===== src/rtl/sync_fifo_flex.sv =====
// sync_fifo_flex -- parametrised single-clock FIFO with fill level,
// run-time almost-full/almost-empty thresholds, synchronous flush and
// sticky overflow/underflow flags.
//
// Optional feature macro: SYNC_FIFO_FWFT_EN
//   undefined : dout/dout_valid are registered, 1-cycle read latency.
//   defined   : first-word-fall-through, dout shows the head word while
//               dout_valid=~empty and rd_en pops it (0-cycle latency).
//
// Ports:
//   clock, reset      rising-edge clock, asynchronous active-high reset
//   flush             synchronous clear of pointers and level (wins over rd/wr)
//   wr_en, din        write request and data
//   rd_en             read/pop request
//   dout, dout_valid  read data and its qualifier
//   afull_thresh      afull  = level >= afull_thresh
//   aempty_thresh     aempty = level <= aempty_thresh
//   level             number of stored words
//   empty, full       level == 0 / level == DEPTH
//   overflow          sticky: write attempted while full (no concurrent read)
//   underflow         sticky: read attempted while empty
//   err_clr           synchronous clear of both sticky flags (a new error wins)
//
// Handshake: wr_en is a request accepted when ~full, or when full and a read
// is accepted in the same cycle; rd_en is accepted when ~empty. Both are
// evaluated against the level held before the clock edge. A rejected request
// is not retried by the FIFO; it only raises the matching sticky flag.
module sync_fifo_flex #(
  parameter int WIDTH = 8,
  parameter int DEPTH = 5,
  localparam int ADDR_W = $clog2(DEPTH),
  localparam int LVL_W  = $clog2(DEPTH + 1)
) (
  input  logic             clock,
  input  logic             reset,
  input  logic             flush,
  input  logic             wr_en,
  input  logic [WIDTH-1:0] din,
  input  logic             rd_en,
  output logic [WIDTH-1:0] dout,
  output logic             dout_valid,
  input  logic [LVL_W-1:0] afull_thresh,
  input  logic [LVL_W-1:0] aempty_thresh,
  output logic [LVL_W-1:0] level,
  output logic             empty,
  output logic             full,
  output logic             afull,
  output logic             aempty,
  output logic             overflow,
  output logic             underflow,
  input  logic             err_clr
);

  logic [WIDTH-1:0]  mem_q [DEPTH];
  logic [ADDR_W-1:0] wr_ptr_q, wr_ptr_d;
  logic [ADDR_W-1:0] rd_ptr_q, rd_ptr_d;
  logic [LVL_W-1:0]  level_q, level_d;
  logic              overflow_q, overflow_d;
  logic              underflow_q, underflow_d;
  logic              wr_acc, rd_acc;

  // Explicit wrap so non-power-of-two depths cycle through 0..DEPTH-1 only.
  function automatic logic [ADDR_W-1:0] ptr_inc(input logic [ADDR_W-1:0] p);
    return (p == ADDR_W'(DEPTH - 1)) ? '0 : p + ADDR_W'(1);
  endfunction

  // Status flags depend only on the level register.
  assign level     = level_q;
  assign empty     = (level_q == '0);
  assign full      = (level_q == LVL_W'(DEPTH));
  assign afull     = (level_q >= afull_thresh);
  assign aempty    = (level_q <= aempty_thresh);
  assign overflow  = overflow_q;
  assign underflow = underflow_q;

  always_comb begin
    rd_acc      = rd_en & ~empty & ~flush;
    // When full, a simultaneous accepted read frees the slot being written.
    wr_acc      = wr_en & (~full | rd_acc) & ~flush;
    wr_ptr_d    = wr_ptr_q;
    rd_ptr_d    = rd_ptr_q;
    level_d     = level_q;
    overflow_d  = overflow_q & ~err_clr;
    underflow_d = underflow_q & ~err_clr;
    if (flush) begin
      // Errors attempted during a flush are deliberately not recorded.
      wr_ptr_d = '0;
      rd_ptr_d = '0;
      level_d  = '0;
    end else begin
      if (wr_acc) wr_ptr_d = ptr_inc(wr_ptr_q);
      if (rd_acc) rd_ptr_d = ptr_inc(rd_ptr_q);
      if (wr_acc && !rd_acc)      level_d = level_q + LVL_W'(1);
      else if (rd_acc && !wr_acc) level_d = level_q - LVL_W'(1);
      if (wr_en && full && !rd_acc) overflow_d  = 1'b1;
      if (rd_en && empty)           underflow_d = 1'b1;
    end
  end

  always_ff @(posedge clock or posedge reset) begin
    if (reset) begin
      wr_ptr_q    <= '0;
      rd_ptr_q    <= '0;
      level_q     <= '0;
      overflow_q  <= 1'b0;
      underflow_q <= 1'b0;
    end else begin
      wr_ptr_q    <= wr_ptr_d;
      rd_ptr_q    <= rd_ptr_d;
      level_q     <= level_d;
      overflow_q  <= overflow_d;
      underflow_q <= underflow_d;
    end
  end

  // Storage is intentionally not reset so it can map onto distributed RAM.
  always_ff @(posedge clock) begin
    if (wr_acc) mem_q[wr_ptr_q] <= din;
  end

`ifdef SYNC_FIFO_FWFT_EN
  // Head word falls through; gated to zero while empty so dout never
  // exposes stale or uninitialised storage.
  assign dout       = empty ? '0 : mem_q[rd_ptr_q];
  assign dout_valid = ~empty;
`else
  logic [WIDTH-1:0] dout_q;
  logic             dout_valid_q;

  always_ff @(posedge clock or posedge reset) begin
    if (reset) begin
      dout_q       <= '0;
      dout_valid_q <= 1'b0;
    end else begin
      dout_valid_q <= rd_acc;
      if (rd_acc) dout_q <= mem_q[rd_ptr_q];
    end
  end

  assign dout       = dout_q;
  assign dout_valid = dout_valid_q;
`endif

endmodule


===== config.mk =====
export PLATFORM = sky130hd
export DESIGN_NAME = sync_fifo_flex
export DESIGN_NICKNAME = d
export VERILOG_FILES = /design/src/rtl/sync_fifo_flex.sv
export SDC_FILE = /design/constraint.sdc
export NUM_CORES = 1
export LEC_CHECK = 0
export CAP_MARGIN = 20
export CORE_ASPECT_RATIO = 1.75
export CORE_MARGIN = 8
export CORE_UTILIZATION = 54
export DETAILED_ROUTE_END_ITERATION = 12
export PLACE_DENSITY = 0.79
export SLEW_MARGIN = 20
export SYNTH_ARGS = -nofsm -noshare
export SYNTH_HDL_FRONTEND = slang
export SYNTH_SLANG_ARGS = --single-unit

===== constraint.sdc =====
create_clock -name clock -period 2.6 [get_ports clock]
set_input_delay 0.39 -clock clock [delete_from_list [all_inputs] [get_ports clock]]
set_output_delay 0.39 -clock clock [all_outputs]
set_load 0.005 [all_outputs]

After elaboration in Yosys (flattened, before gate mapping)
Memories as Yosys holds them, arrays and structs flattened. A register that Yosys moved wholly into a read port is not among the register bits.
Index checks and enable logic that the tools add are counted.
- add/sub/neg operators: 4
- multiply operators: 0
- div/mod/pow operators: 0
- order comparisons: 2
- eq/ne operators: 3
- shift-type cells: 0
- multiplexer cells: 15
- bitwise logic cells: 11
- reductions and logical operators: 11
- operators by type and width (kind ; number):
    2-to-1 mux 3 bit ; 9
    adder 3 x 1 -> 3 bit (second input constant) ; 3
    == test 3 bit (second input constant) ; 3
    bitwise AND 1 bit ; 6
    2-to-1 mux 1 bit ; 6
    logical AND 1 bit ; 5
    NOT 1 bit ; 4
    nonzero test 2 bit ; 2
    >= comparator 3 bit ; 1
    <= comparator 3 bit ; 1
    zero test 3 bit ; 1
    nonzero test 3 bit ; 1
    subtractor 3 x 1 -> 3 bit (second input constant) ; 1
    zero test 1 bit ; 2
    bitwise OR 1 bit ; 1
- flip-flop bits (word level): 12
- bits in latches: 0
- bits in writable memories: 40
- ROM bits: 0
- bits of input ports: 20
- output and inout bits: 18
- memories kept: 1
- memory list (name ; depth ; bits a word ; rd ports ; clocked after Yosys merged registers in ; write ports ; line ; RTL):
    mem_q ; 5 ; 8 ; 1 ; 1 ; 1 ; 54 ; logic [WIDTH-1:0] mem_q [DEPTH];

Logic depth before layout (Yosys ltp)
- word-level depth: 12
- depth in mapped cells: 7
- depth with buffers taken out: 6

Least setup slack after synthesis
No wires, ideal clock.
- path kind: register -> register
- from: reg level_q[2], in the netlist level[2]
- to: reg level_q[1], in the netlist level[1]
- library setup time: 0.078 ns
- data arrival time: 1.960 ns
- data required time: 2.522 ns
- path slack: 0.561 ns
- cell stages (with the launch flop): 7
- path buffers: 1
- clock period less this slack: 2.039 ns
- cells stage by stage: dfrtp_1 -> buf_4 -> and2b_1 -> o32ai_4 -> fa_1 -> or3_1 -> a21oi_1
- longest elaborated chain between the ends: 10
- elaborated cells on any way between the ends: 16
- classes of those cells: eq/ne (1); mux (2); bitwise (7); reduce/logical (6)
- ends and longest elaborated chain (what ; line ; RTL):
    start, declared ; 57 ; logic [LVL_W-1:0] level_q, level_d;
    start signal, assigned ; 110 ; level_q <= level_d;
    zero test 3 bit ; 69 ; assign empty = (level_q == '0);
    NOT 1 bit ; 77 ; rd_acc = rd_en & ~empty & ~flush;
    bitwise AND 1 bit (2 in series) ; 77 ;
    bitwise OR 1 bit ; 79 ; wr_acc = wr_en & (~full | rd_acc) & ~flush;
    bitwise AND 1 bit (2 in series) ; 79 ;
    logical AND 1 bit / zero test 1 bit (equally long branches) ; 93, 94 ;
    2-to-1 mux 3 bit / logical AND 1 bit (equally long branches) ; 93, 94 ;
    2-to-1 mux 3 bit / nonzero test 3 bit (equally long branches) ; -- ;
Parallel ways exist; a longest one is shown, timed or not.
A chain may end at the register's enable or synchronous reset.

Worst setup path after layout
- from: reg level_q[0], in the netlist level[0]
- to: out afull
- longest elaborated chain between the ends: 1
- ends and longest elaborated chain (what ; line ; RTL):
    >= comparator 3 bit ; 71 ; assign afull = (level_q >= afull_thresh);
    end, declared ; 47 ; output logic afull,
No other way between the ends.

==> metrics.txt <==
Initial Util=55.8%; Cell Area, Synth=2760 µm²; gate count of the mapped netlist=199; CTS tree=built; Synth cell types=37; area leader, netlist=edfxtp_1; Register-to-Register Path Depth=6; CP endpoint kind=primary output; DRT iter0 DRCs=93; compound-cell area share of the yosys netlist=8.76%; Hold Crit Class=flop to flop; worst stage delay on the critical path=440 ps; CP required=2210 ps; max-cap violations=0; critical path type=flop to primary output; Worst Max-Slew Pin Slew=829 ps; xor and xnor area share after synthesis=0%; Remaining DRCs=0; post-synth top area share=43.6%; crit-path max FO=5; Startpoint Class=flop; most frequent cells in the layout=edfxtp_1 (40), clkdlybuf4s50_1 (36), dfrtp_1 (19), nand2_1 (18), inv_1 (16); Max IR drop VDD=0.000617 V; CP top delay family=buffers and inverters; Layout Utilization=69.8%; drt wl/cell=17.2 µm; Critical path buffers and inverters=2; grt ovf=0; Achievable Freq=408 MHz; leakage=1.34 nW; Post-synth EDFFs=40; sequential-to-total area share from yosys stat=61.8%; RSZ-0062 raised after global routing=no; Global Route Usage Sum=14.5%; initial antenna violation count=0; post-route minimum period=2450 ps; Clock Pin Slew Worst Setup and Hold Paths=70 ps; critical-path cell list=inv_1 > ha_1 > nand2b_1 > a21o_1 > a21o_1 > clkdlybuf4s50_1; Adder-Cell Fraction of Synth Area=5.27%; Max Clock Skew=6.45 ps; Die W=70.0 µm; Layout Area Growth over Synthesis=24.9%; Arr. time, crit path=2060 ps; Crit Reg-Reg Startpoint=level[0]$_DFFE_PP0P_; clk sink count=60; die height=110 µm; via count=1720; Total Power=2.90 mW; GP Congestion=0.742; clk_lat worst skew=340 ps; Slew headroom=44.7%; first drt pass iteration count=4; largest net degree at the start of global routing=21; Slowest-stage cell, CP=clkdlybuf4s50_1; post-synthesis simple-gate area fraction=9.95%; Most used DFF post-synth=edfxtp_1; post-synthesis area per instance=13.8 µm²; antenna fix cells=0; r2r setup slk=490 ps; post-synthesis mux area share=10.2%; cell mode on critical path=a21o_1; r2r endpoint=level[1]$_DFFE_PP0P_; drt via density=5.53; Yosys reg bits=60; Antenna Nets Post-Route=0; layout cell share with drive strength beyond 1=16.3%; count of pins over their slew limit=0; Hold Path End=dout[1]$_DFFE_PP0N_; Final nets=283; status=finished clean; hold path startpoint=dout[1]$_DFFE_PP0N_; most common cell after layout, fill and taps aside=edfxtp_1; Post-DP HPWL=3710 µm; die footprint=7730 µm²; vias in the first global route=1817; power density cells=842 nW/µm²; Detailed Route WL=5360 µm; Cells on Worst Hold Path=2; Setup TNS Final=0 ps; FP Rows=34; H-tree Lvls=3; Syn. warnings=0; Final Hold Vio Count=0; synth top area cells=edfxtp_1 (44%), dfrtp_1 (18%), mux4_2 (6.5%); clock root buffer=clkbuf_8; I/O Buffers=37; Final Cycle Share=94.4%; clk buf depth=2; Mapped Nets=230; CTS buffer count=9; number of I/O pins=38; fraction of registers with async set/reset=33.3%; largest family of logic cells by synthesized area=multiplexers; first-pass GRT wire length=8740 µm; endpoints failing setup=0; core box area=4930 µm²
-- metal layers --
| metal | track usage [%] | up-vias | wire length (µm) |
|---|---|---|---|
| met5 | 0 | - | 0 |
| met4 | 9.57 | 0 | 138 |
| met3 | 3.85 | 11 | 220 |
| met2 | 26.1 | 35 | 2880 |
| met1 | 13.8 | 843 | 2120 |
| li1 | - | 831 | - |
-- worst register-to-register path: cells and delay by family, from the launching register on --
| kind | cells | cell delay [ps] |
|---|---|---|
| fa+ha+maj | 1 | 460 |
| simple gates | 2 | 780 |
| compound gates | 2 | 260 |
| flops | 1 | 380 |
| buf+inv | 1 | 160 |
-- cell usage after synthesis (all sizes together) (2+ instances only) --
cell type,n
nand2b,3
buf,6
o32ai,2
o21a,2
a21oi,9
and2b,2
and3,2
nor3,2
nor2b,3
clkbuf,2
a21o,2
edfxtp,40
nor2,8
dfrtp,20
nand2,18
mux4,8
inv,16
or3,2
nand3,2
ha,10
or3b,3
mux2i,10
nand3b,3
o21ai,16
-- flip-flops by register name, summed over array words and instances (netlist names) --
signal,flops
dout,8
dout_valid,1
level,3
mem_q,40
overflow,1
rd_ptr_q,3
underflow,1
wr_ptr_q,3
-- cells by family after synthesis --
logic type,Yosys count
flops,60
simple gates,52
mux,18
buf+inv,24
fa+ha+maj,11
compound gates,34
-- per-stage QoR --
step,setup slack (ps),instance area [µm²],hold slack [ps],std cells
2_1_floorplan,561,2760,354,199
3_3_place_gp,105,3220,463,292
3_5_place_dp,72.1,3220,474,292
4_1_cts,72.2,3420,490,308
5_1_grt,15.4,3440,506,311
6_report,146,3440,482,311
-- worst max path at each step --
stage               cells past startpoint            startpoint                   end
finish                                  6  level[0]$_DFFE_PP0P_                 afull
global route                            6  level[0]$_DFFE_PP0P_                 afull
CTS                                     7      aempty_thresh[1]                aempty
detailed placement                      7      aempty_thresh[1]                aempty
global placement                        7      aempty_thresh[1]                aempty
floorplan                               6  level[2]$_DFFE_PP0P_  level[1]$_DFFE_PP0P_
-- power breakdown --
| group | switching [mW] | leakage [nW] | internal, mW |
|---|---|---|---|
| clock network | 0.381 | 0.0958 | 0.446 |
| registers | 0.109 | 0.622 | 1.13 |
| logic | 0.339 | 0.621 | 0.490 |
-- final cells by class --
type,instances,area (µm²)
inverters,16,60.1
repair buffers,50,470
multi-input cells,115,941
flip-flops and latches,60,1700
well taps,54,67.6
fillers,361,1490
clock inverters,7,76.3
clock buffers,9,124
-- what timing repair did --
item / 4_1_cts / 5_1_grt
endpoints found under the setup margin: 1 / 1
resized for setup: 1 / 1
buffers inserted: 0 / 3
hold buffers: 0 / 0
(Power assumes the default switching activity.)
